--- config.mk ---
export PLATFORM = sky130hd
export DESIGN_NAME = usart_tx_arbiter
export DESIGN_NICKNAME = d
export VERILOG_FILES = /design/src/rtl/usart_pkg.sv /design/src/rtl/rr_priority_select.sv /design/src/rtl/usart_tx_arbiter.sv
export SDC_FILE = /design/constraint.sdc
export NUM_CORES = 1
export LEC_CHECK = 0
export ABC_CLOCK_PERIOD_IN_PS = 3050
export CORE_AREA = 2 2 64 66
export DETAILED_ROUTE_END_ITERATION = 12
export DIE_AREA = 0 0 66 68
export DONT_BUFFER_PORTS = 1
export GPL_TIMING_DRIVEN = 0
export PLACE_DENSITY = 0.73
export SYNTH_ARGS = -nofsm -noshare
export SYNTH_HDL_FRONTEND = slang
export SYNTH_HIERARCHICAL = 1
export SYNTH_SLANG_ARGS = --single-unit
--- constraint.sdc ---
create_clock -name clock -period 3.05 [get_ports clock]
set_input_delay 0.305 -clock clock [delete_from_list [all_inputs] [get_ports clock]]
set_output_delay 0.305 -clock clock [all_outputs]
set_load 0.005 [all_outputs]
--- src/rtl/usart_pkg.sv ---
// Shared definitions for the usart transmit-side arbiter: FSM encoding,
// idle-counter width and a small counter helper.
package usart_pkg;

    typedef enum logic [0:0] {
        ARB_IDLE    = 1'b0,
        ARB_GRANTED = 1'b1
    } arb_state_t;

    localparam int IDLE_CNT_W = 12;

    // Saturating increment so the idle counter can never wrap back to zero.
    function automatic logic [IDLE_CNT_W-1:0] idle_cnt_inc(input logic [IDLE_CNT_W-1:0] cnt);
        logic [IDLE_CNT_W-1:0] res;
        if (cnt == {IDLE_CNT_W{1'b1}}) begin
            res = cnt;
        end else begin
            res = cnt + 12'd1;
        end
        return res;
    endfunction

endpackage

--- src/rtl/rr_priority_select.sv ---
// Round-robin priority search: the first asserted request at or above ptr,
// wrapping from the top port back to port 0, returned one-hot.
module rr_priority_select #(
    parameter int NUM_PORTS = 4,
    parameter int PTR_W     = 2
) (
    input  logic [NUM_PORTS-1:0] req,
    input  logic [PTR_W-1:0]     ptr,
    output logic [NUM_PORTS-1:0] pick,
    output logic                 any
);

    logic [PTR_W:0]   sum_s;
    logic [PTR_W-1:0] idx_s;

    // Walk the ports starting at ptr and keep the first requester found.
    always_comb begin
        pick  = '0;
        any   = 1'b0;
        sum_s = '0;
        idx_s = '0;
        for (int k = 0; k < NUM_PORTS; k++) begin
            sum_s = {1'b0, ptr} + (PTR_W+1)'(k);
            sum_s = (sum_s >= (PTR_W+1)'(NUM_PORTS)) ? (sum_s - (PTR_W+1)'(NUM_PORTS)) : sum_s;
            idx_s = sum_s[PTR_W-1:0];
            if (!any && req[idx_s]) begin
                pick[idx_s] = 1'b1;
                any         = 1'b1;
            end else begin
                any = any;
            end
        end
    end

endmodule

--- src/rtl/usart_tx_arbiter.sv ---
// Arbitrates several byte streams onto one shared usart_tx input. A grant is
// held for a whole message (until a last byte) or until the owner stays idle
// for LOCK_TIMEOUT cycles; data and handshakes pass through combinationally.
module usart_tx_arbiter
    import usart_pkg::*;
#(
    parameter int NUM_PORTS    = 4,
    parameter int LOCK_TIMEOUT = 255
) (
    input  logic                   clock,
    input  logic                   reset,
    input  logic [NUM_PORTS-1:0]   in_valid,
    output logic [NUM_PORTS-1:0]   in_ready,
    input  logic [8*NUM_PORTS-1:0] in_data,
    input  logic [NUM_PORTS-1:0]   in_last,
    output logic                   out_valid,
    input  logic                   out_ready,
    output logic [7:0]             out_data,
    output logic [NUM_PORTS-1:0]   grant,
    output logic                   timeout
);

    localparam int PTR_W = $clog2(NUM_PORTS);

    arb_state_t              state_r, state_nxt_s;
    logic [NUM_PORTS-1:0]    grant_r, grant_nxt_s;
    logic [PTR_W-1:0]        owner_r, owner_nxt_s;
    logic [PTR_W-1:0]        rr_ptr_r, rr_ptr_nxt_s;
    logic [IDLE_CNT_W-1:0]   idle_cnt_r, idle_cnt_nxt_s;
    logic                    timeout_r, timeout_nxt_s;

    logic [NUM_PORTS-1:0]    pick_s;
    logic                    any_s;
    logic [PTR_W-1:0]        pick_idx_s;
    logic [PTR_W-1:0]        owner_succ_s;
    logic                    owner_valid_s;
    logic                    owner_last_s;
    logic                    xfer_s;

    rr_priority_select #(
        .NUM_PORTS (NUM_PORTS),
        .PTR_W     (PTR_W)
    ) u_rr_select (
        .req  (in_valid),
        .ptr  (rr_ptr_r),
        .pick (pick_s),
        .any  (any_s)
    );

    // Convert the one-hot pick into the owner index used for the data mux.
    always_comb begin
        pick_idx_s = '0;
        for (int i = 0; i < NUM_PORTS; i++) begin
            if (pick_s[i]) begin
                pick_idx_s = PTR_W'(i);
            end else begin
                pick_idx_s = pick_idx_s;
            end
        end
    end

    // Owner-side view: its valid/last, the handshake and the next rr pointer.
    always_comb begin
        owner_valid_s = in_valid[owner_r];
        owner_last_s  = in_last[owner_r];
        xfer_s        = (state_r == ARB_GRANTED) && owner_valid_s && out_ready;
        owner_succ_s  = (owner_r == PTR_W'(NUM_PORTS - 1)) ? {PTR_W{1'b0}} : (owner_r + PTR_W'(1));
    end

    // Next-state logic: arbitration in IDLE, hold/release decisions in GRANTED.
    always_comb begin
        state_nxt_s    = state_r;
        grant_nxt_s    = grant_r;
        owner_nxt_s    = owner_r;
        rr_ptr_nxt_s   = rr_ptr_r;
        idle_cnt_nxt_s = idle_cnt_r;
        timeout_nxt_s  = 1'b0;
        case (state_r)
            ARB_IDLE: begin
                if (any_s) begin
                    state_nxt_s    = ARB_GRANTED;
                    grant_nxt_s    = pick_s;
                    owner_nxt_s    = pick_idx_s;
                    idle_cnt_nxt_s = '0;
                end else begin
                    grant_nxt_s    = '0;
                end
            end
            ARB_GRANTED: begin
                if (xfer_s && owner_last_s) begin
                    state_nxt_s    = ARB_IDLE;
                    grant_nxt_s    = '0;
                    rr_ptr_nxt_s   = owner_succ_s;
                    idle_cnt_nxt_s = '0;
                end else if (xfer_s) begin
                    idle_cnt_nxt_s = '0;
                end else if (!owner_valid_s) begin
                    // Owner idle: this cycle is the LOCK_TIMEOUT-th consecutive one.
                    if (idle_cnt_r == IDLE_CNT_W'(LOCK_TIMEOUT - 1)) begin
                        state_nxt_s    = ARB_IDLE;
                        grant_nxt_s    = '0;
                        rr_ptr_nxt_s   = owner_succ_s;
                        idle_cnt_nxt_s = '0;
                        timeout_nxt_s  = 1'b1;
                    end else begin
                        idle_cnt_nxt_s = idle_cnt_inc(idle_cnt_r);
                    end
                end else begin
                    // Byte presented but usart_tx is stalling: not idle time.
                    idle_cnt_nxt_s = idle_cnt_r;
                end
            end
            default: begin
                state_nxt_s    = ARB_IDLE;
                grant_nxt_s    = '0;
                idle_cnt_nxt_s = '0;
            end
        endcase
    end

    // State register block with asynchronous reset.
    always_ff @(posedge clock or posedge reset) begin
        if (reset) begin
            state_r    <= ARB_IDLE;
            grant_r    <= '0;
            owner_r    <= '0;
            rr_ptr_r   <= '0;
            idle_cnt_r <= '0;
            timeout_r  <= 1'b0;
        end else begin
            state_r    <= state_nxt_s;
            grant_r    <= grant_nxt_s;
            owner_r    <= owner_nxt_s;
            rr_ptr_r   <= rr_ptr_nxt_s;
            idle_cnt_r <= idle_cnt_nxt_s;
            timeout_r  <= timeout_nxt_s;
        end
    end

    // Combinational passthrough between the owner and usart_tx.
    always_comb begin
        out_valid = 1'b0;
        out_data  = 8'h00;
        in_ready  = '0;
        if (state_r == ARB_GRANTED) begin
            out_valid = owner_valid_s;
            out_data  = in_data[{owner_r, 3'b000} +: 8];
            in_ready  = out_ready ? grant_r : '0;
        end else begin
            out_valid = 1'b0;
            out_data  = 8'h00;
            in_ready  = '0;
        end
    end

    assign grant   = grant_r;
    assign timeout = timeout_r;

endmodule

== Word-level counts from Yosys, hierarchy flattened ==
Index checks and enable logic that the tools add are counted.

* Add/subtract/negate cells: 9
* $lt $le $gt $ge: 13
* Equal/unequal tests: 11
* Shifts and indexed selects: 1
* Muxes and demuxes: 68
* Bitwise gates (word level): 4
* Reductions and logical operators: 18

{| class="wikitable"
|+ Operator list
! cell !! count
|-
| $mux 12 || 6
|-
| $mux 4 || 11
|-
| $shiftx 32x6->8 || 1
|-
| $mux 1 || 26
|-
| $pmux 12 s2 || 1
|-
| $mux 2 || 11
|-
| $lt 2x3->1 const B || 5
|-
| $add 12x1->12 const B || 1
|-
| $bmux 1 s2 || 6
|-
| $eq 12x12->1 const B || 1
|-
| $eq 12x8->1 const B || 1
|-
| $or 4x4->4 || 3
|-
| $logic_and 1x1->1 || 10
|-
| $ge 3x3->1 const B || 3
|-
| $demux 1 s2 || 4
|-
| $ge 2x1->1 const B || 4
|-
| $mux 8 || 1
|-
| $pmux 4 s2 || 1
|-
| $sub 2x1->2 const B || 4
|-
| $add 2x2->3 const B || 2
|-
| $ne 3x2->1 const B || 2
|-
| $reduce_and 3->1 || 2
|-
| $ne 5x5->1 const B || 1
|-
| $ne 2x1->1 const B || 2
|-
| 13 further kinds || 15
|}

* Bits in registers: 22
* Input bits: 43
* Output and inout port bits: 18
* Word-level logic and storage cells: 130

== Depth between registers and ports, before layout ==
* Depth in word-level cells: 17
* Mapped depth: 11
* Gate-level depth less buffers: 9

== Hierarchy ==
Netlist, hierarchy kept.

{| class="wikitable"
|+ Modules (own cells, without submodules)
! module !! instances !! cells an instance !! area each (µm²) !! sequential area each (µm²)
|-
| usart_tx_arbiter || 1 || 168 || 1,580.3 || 550.5
|-
| rr_priority_select || 1 || 62 || 508.0 || 0.0
|}

== Least setup slack after synthesis ==
No wires, ideal clock.

* Path type: reg-to-reg
* From: register rr_ptr_r[0]
* To: register owner_r[0]
* Library setup time: 0.137 ns
* Arrival: 2.109 ns
* Required time: 2.913 ns
* Setup slack: 0.805 ns
* Stages on the path, launching flop included: 12
* Path buffers: 2
* Clock period less this slack: 2.245 ns
* Cells stage by stage: dfrtp_1 > buf_6 > inv_1 > ha_1 > buf_2 > mux2i_1 > mux2_2 > a221oi_2 > o2bb2ai_1 > inv_1 > a21oi_1 > a21oi_1

* Elaborated cells on any way between the ends: 64
* Classes of those cells: add/sub: 7; order compare: 12; mux: 31; bitwise: 3; reduce/logical: 11

{| class="wikitable"
|+ RTL lines
! item !! RTL line !! text
|-
| start: declaration || usart_tx_arbiter.sv:28 || <nowiki>logic [PTR_W-1:0] rr_ptr_r, rr_ptr_nxt_s;</nowiki>
|-
| start signal: assignment || usart_tx_arbiter.sv:134 || <nowiki>rr_ptr_r <= rr_ptr_nxt_s;</nowiki>
|-
| parallel branches: the longest is 13 deep, another holds $add 2x1->3 || -- ||
|-
| $mux 4 (*) || rr_priority_select.sv:26 || <nowiki>if (!any && req[idx_s]) begin</nowiki>
|-
| named net pick_s[2] || usart_tx_arbiter.sv:32 || <nowiki>logic [NUM_PORTS-1:0] pick_s;</nowiki>
|-
| $mux 2 (*) (2 in series) || usart_tx_arbiter.sv:54 || <nowiki>if (pick_s[i]) begin</nowiki>
|-
| end signal: assignment || usart_tx_arbiter.sv:133 || <nowiki>owner_r <= owner_nxt_s;</nowiki>
|-
| end: declaration || usart_tx_arbiter.sv:27 || <nowiki>logic [PTR_W-1:0] owner_r, owner_nxt_s;</nowiki>
|}

Mark *: on every way through the listed nets, which the timed path passes. The select of a mux whose other input is x is not followed.
A chain may end at the register's enable or synchronous reset.

== Final worst setup path ==
Same ends and word-level chain as after synthesis.

==> impl_results.html <==
<table>
<tr><th>Metric</th><th>Value</th></tr>
<tr><th colspan="2">CTS</th></tr>
<tr><td>H-Tree Depth</td><td>1</td></tr>
<tr><td>CTS Hold Buffers Added</td><td>0</td></tr>
<tr><td>Buffer depth of the longest clock path</td><td>2</td></tr>
<tr><td>CTS tree</td><td>built</td></tr>
<tr><td>Number of sinks driven by the clock tree</td><td>22</td></tr>
<tr><td>Buffer type at the clock tree root</td><td>sky130_fd_sc_hd__clkbuf_8</td></tr>
<tr><td>PostCTS Resize Cnt</td><td>0</td></tr>
<tr><td>Setup bufs post-CTS</td><td>0</td></tr>
<tr><td>Insertion delay of the later-clocked pin in the worst-skew pair</td><td>260 ps</td></tr>
<tr><td>Clock transition at path regs</td><td>80 ps</td></tr>
<tr><td>Total clock buffers created by CTS</td><td>3</td></tr>
<tr><th colspan="2">Setup path</th></tr>
<tr><td>Startpoint types</td><td>register</td></tr>
<tr><td>Reg2Reg Depth</td><td>11</td></tr>
<tr><td>Arrival time reported for the critical path endpoint</td><td>2740 ps</td></tr>
<tr><td>Register-to-register setup slack</td><td>430 ps</td></tr>
<tr><td>Biggest fanout along the worst timing path</td><td>9</td></tr>
<tr><td>Worst r2r dst</td><td>owner_r[0]</td></tr>
<tr><td>Setup CP Type</td><td>reg -&gt; reg</td></tr>
<tr><td>Launching point of the worst reg2reg path</td><td>rr_ptr_r[0]</td></tr>
<tr><td>Endpoint class of the critical path</td><td>register</td></tr>
<tr><td>Required time of the critical path</td><td>3180 ps</td></tr>
<tr><th colspan="2">Global route</th></tr>
<tr><td>Via count of the first global-routing pass</td><td>1736</td></tr>
<tr><td>Number of antenna violations at the first check in global routing</td><td>0</td></tr>
<tr><td>First-pass GRT wire length</td><td>7.66 mm</td></tr>
<tr><td>Total Routing Usage GR</td><td>0.218</td></tr>
<tr><td>Overflow left after global routing</td><td>0</td></tr>
<tr><td>Pin count of the biggest net entering global routing</td><td>23</td></tr>
<tr><th colspan="2">Route</th></tr>
<tr><td>Routed via count</td><td>1835</td></tr>
<tr><td>Routed length per placed instance</td><td>16.9 um</td></tr>
<tr><td>Detailed-route wire length</td><td>4.78 mm</td></tr>
<tr><td>Via/cell ratio</td><td>6.48</td></tr>
<tr><td>Count of TritonRoute iterations in the first routing pass</td><td>4</td></tr>
<tr><td>DR DRC count</td><td>0</td></tr>
<tr><td>Number of design-rule violations left by the first detailed-router iteration</td><td>129</td></tr>
<tr><td>Remaining antenna violation count</td><td>0</td></tr>
<tr><th colspan="2">Final layout</th></tr>
<tr><td>Number of antenna diodes</td><td>0</td></tr>
<tr><td>Commonest cells after routing, fill and taps aside</td><td>22 x sky130_fd_sc_hd__nand2_1, 22 x sky130_fd_sc_hd__dfrtp_1, 14 x sky130_fd_sc_hd__nor2_1</td></tr>
<tr><td>Proportion of layout cells with a drive suffix above 1</td><td>0.146</td></tr>
<tr><td>Area of all placed cells without fillers</td><td>2190 um^2</td></tr>
<tr><td>Final core utilization</td><td>0.568</td></tr>
<tr><td>Final-stage net count</td><td>287</td></tr>
<tr><td>Growth of design area from synthesis to finish</td><td>4.97%</td></tr>
<tr><td>Number of inserted filler cells in the final layout</td><td>366</td></tr>
<tr><th colspan="2">Synthesis</th></tr>
<tr><td>Async set-or-reset flop fraction in the synthesized netlist</td><td>1.00</td></tr>
<tr><td>#FFs+latches synth</td><td>22</td></tr>
<tr><td>Cell area after synthesis</td><td>2090 um^2</td></tr>
<tr><td>Average footprint of a synthesized cell</td><td>9.08 um^2</td></tr>
<tr><td>Number of flops mapped to enable cells by yosys</td><td>0</td></tr>
<tr><td>Most area-consuming cells after synthesis</td><td>sky130_fd_sc_hd__dfrtp_1 26%, sky130_fd_sc_hd__mux4_2 11%, sky130_fd_sc_hd__ha_1 5.4%</td></tr>
<tr><td>Synth warnings</td><td>6</td></tr>
<tr><td>Post-synthesis sequential area ratio</td><td>0.264</td></tr>
<tr><td>Top-area cell type share of the netlist area</td><td>0.264</td></tr>
<tr><td>Most area-hungry cell type in the Yosys netlist</td><td>sky130_fd_sc_hd__dfrtp_1</td></tr>
<tr><td>Post-synthesis net count</td><td>282</td></tr>
<tr><td>Post-Synthesis Cells</td><td>230</td></tr>
<tr><td>Most used flip-flop cell after synthesis</td><td>sky130_fd_sc_hd__dfrtp_1</td></tr>
<tr><td>Synth cell types</td><td>50</td></tr>
<tr><th colspan="2">Pwr</th></tr>
<tr><td>Net switching component of the power</td><td>0.850 mW</td></tr>
<tr><td>Leakage</td><td>0.906 nW</td></tr>
<tr><td>Power per cell area</td><td>851 nW/um^2</td></tr>
<tr><td>Proportion of total power due to net switching</td><td>0.456</td></tr>
<tr><td>Clk pwr share</td><td>0.095</td></tr>
<tr><td>Portion of total power attributed to sequential cells</td><td>0.273</td></tr>
<tr><td>Internal power</td><td>1.01 mW</td></tr>
<tr><td>Part of the power in combinational logic</td><td>0.631</td></tr>
<tr><td>Maximum vdd drop</td><td>445 uV</td></tr>
<tr><th colspan="2">Min path</th></tr>
<tr><td>Path type of the worst min-delay path</td><td>in -&gt; async</td></tr>
<tr><th colspan="2">Run</th></tr>
<tr><td>Max Cap Viol</td><td>0</td></tr>
<tr><th colspan="2">Timing</th></tr>
<tr><td>Final count of pins violating max slew</td><td>0</td></tr>
<tr><td>Post-route minimum period</td><td>2620 ps</td></tr>
<tr><td>Fin Clk Skew</td><td>2.11 ps</td></tr>
<tr><td>Final hold violation count</td><td>0</td></tr>
<tr><td>Total Neg Setup Slack</td><td>0 ps</td></tr>
<tr><td>RSZ-0062 raised after global routing</td><td>false</td></tr>
<tr><td>Timing-limited maximum frequency</td><td>382 MHz</td></tr>
<tr><td>Setup violators final</td><td>0</td></tr>
<tr><td>Worst-margin pin slew</td><td>831 ps</td></tr>
<tr><td>Period Utilization, post-route</td><td>0.858</td></tr>
<tr><td>Slew headroom</td><td>0.446</td></tr>
<tr><th colspan="2">Floorplan</th></tr>
<tr><td>Site Rows</td><td>23</td></tr>
<tr><td>Area inside the core boundary</td><td>3860 um^2</td></tr>
<tr><td>Die height</td><td>68 um</td></tr>
<tr><td>I/O Pins</td><td>61</td></tr>
<tr><td>Floorplan die area</td><td>4490 um^2</td></tr>
<tr><td>Effective utilization at floorplan</td><td>0.542</td></tr>
<tr><td>Horizontal die dimension</td><td>66 um</td></tr>
<tr><th colspan="2">Placed design</th></tr>
<tr><td>Post-place instance area</td><td>2150 um^2</td></tr>
<tr><td>PortBufs</td><td>0</td></tr>
<tr><td>Gp weighted congestion</td><td>0.918</td></tr>
<tr><td>Half-perimeter wire length after placement</td><td>3.66 mm</td></tr>
<tr><th colspan="2">Outcome</th></tr>
<tr><td>Run status</td><td>complete, no violations</td></tr>
</table>
==> synthesized netlist by cell type (2+ instances only) <==
library cell                number
sky130_fd_sc_hd__a2111oi_2       2
sky130_fd_sc_hd__nand3_1         7
sky130_fd_sc_hd__o22ai_1         7
sky130_fd_sc_hd__mux2_2          5
sky130_fd_sc_hd__nor2_1         14
sky130_fd_sc_hd__a21oi_1        12
sky130_fd_sc_hd__clkbuf_1        9
sky130_fd_sc_hd__a22oi_1         2
sky130_fd_sc_hd__and2_1         10
sky130_fd_sc_hd__nor3b_1         2
sky130_fd_sc_hd__and4_1          3
sky130_fd_sc_hd__buf_2           4
sky130_fd_sc_hd__nor4_1          6
sky130_fd_sc_hd__dfrtp_1        22
sky130_fd_sc_hd__nand2b_1        6
sky130_fd_sc_hd__mux2i_1         8
sky130_fd_sc_hd__and3_1          7
sky130_fd_sc_hd__buf_6           3
sky130_fd_sc_hd__ha_1            9
sky130_fd_sc_hd__o21ai_0         2
sky130_fd_sc_hd__inv_1           9
sky130_fd_sc_hd__nor3_1          5
sky130_fd_sc_hd__nand3b_1        2
sky130_fd_sc_hd__a22o_1          4
sky130_fd_sc_hd__a211oi_1        2
sky130_fd_sc_hd__mux4_2         10
sky130_fd_sc_hd__o211ai_1        7
sky130_fd_sc_hd__nand4_1         4
sky130_fd_sc_hd__o2bb2ai_1       4
sky130_fd_sc_hd__o311ai_0        2
sky130_fd_sc_hd__nand2_1        22
==> stage by stage <==
stage	hold WS (ps)	setup WS [ps]	total power [mW]	instances
global route	162	240	2.04	283
global placement	406	473	1.66	280
CTS	122	456	1.87	283
finish	93.8	433	1.86	283
floorplan	294	805	1.46	230
detailed placement	410	471	1.69	280
==> area by class of cell <==
type	count	area, um^2	share of cell area
inverter	9	33.8	0.0154
buffer	17	91.3	0.0417
tap	50	62.6	0.0285
clock buffer	3	41.3	0.0188
sequential	22	551	0.251
multi-input combinational	182	1410	0.644
==> sequential cells by signal (all words and copies together) (netlist names) <==
signal,flops
rr_ptr_r,2
owner_r,2
timeout,1
state_r,1
idle_cnt_r,12
grant,4
==> power groups by stage <==
stage	sequential, mW	clock (mW)	combinational [mW]
floorplan	0.482	0	0.978
global placement	0.511	0	1.15
detailed placement	0.516	0	1.17
CTS	0.510	0.184	1.18
global route	0.531	0.200	1.31
finish	0.510	0.178	1.18
==> worst max-delay path by stage <==
stage | from | to | slack (ps) | cells after the start
after CTS | rr_ptr_r[0] | owner_r[0] | 460 | 11
after global placement | rr_ptr_r[0] | owner_r[0] | 470 | 11
after global routing | rr_ptr_r[0] | owner_r[0] | 240 | 11
after floorplan | rr_ptr_r[0] | owner_r[0] | 800 | 11
after detailed placement | rr_ptr_r[0] | owner_r[0] | 470 | 11
final | rr_ptr_r[0] | owner_r[0] | 430 | 11
==> kinds of logic after synthesis <==
logic type      synth area share
buf+inv                   0.0599
compound gates             0.182
fa+ha+maj                 0.0539
flops                      0.264
simple gates               0.268
mux                        0.173
==> critical path, cell delays in order (launching register included) <==
cell	delay [ps]
sky130_fd_sc_hd__dfrtp_1	460
sky130_fd_sc_hd__buf_6	160
sky130_fd_sc_hd__inv_1	90
sky130_fd_sc_hd__ha_1	300
sky130_fd_sc_hd__buf_2	170
sky130_fd_sc_hd__mux2i_1	410
sky130_fd_sc_hd__mux2_2	300
sky130_fd_sc_hd__a221oi_2	70
sky130_fd_sc_hd__o2bb2ai_1	260
sky130_fd_sc_hd__inv_1	70
sky130_fd_sc_hd__a21oi_1	120
sky130_fd_sc_hd__a21oi_1	80
==> metal layers <==
metal | wire length, um | vias to the layer above | track usage | part of all wire
met2 | 2470 | 56 | 0.403 | 0.52
met1 | 2000 | 888 | 0.271 | 0.42
met4 | 73 | 0 | 0.0459 | 0.015
met5 | 0 | - | 0 | 0
met3 | 233 | 8 | 0.0345 | 0.049
li1 | - | 883 | - | -
Power figures use the tool's default switching activity.
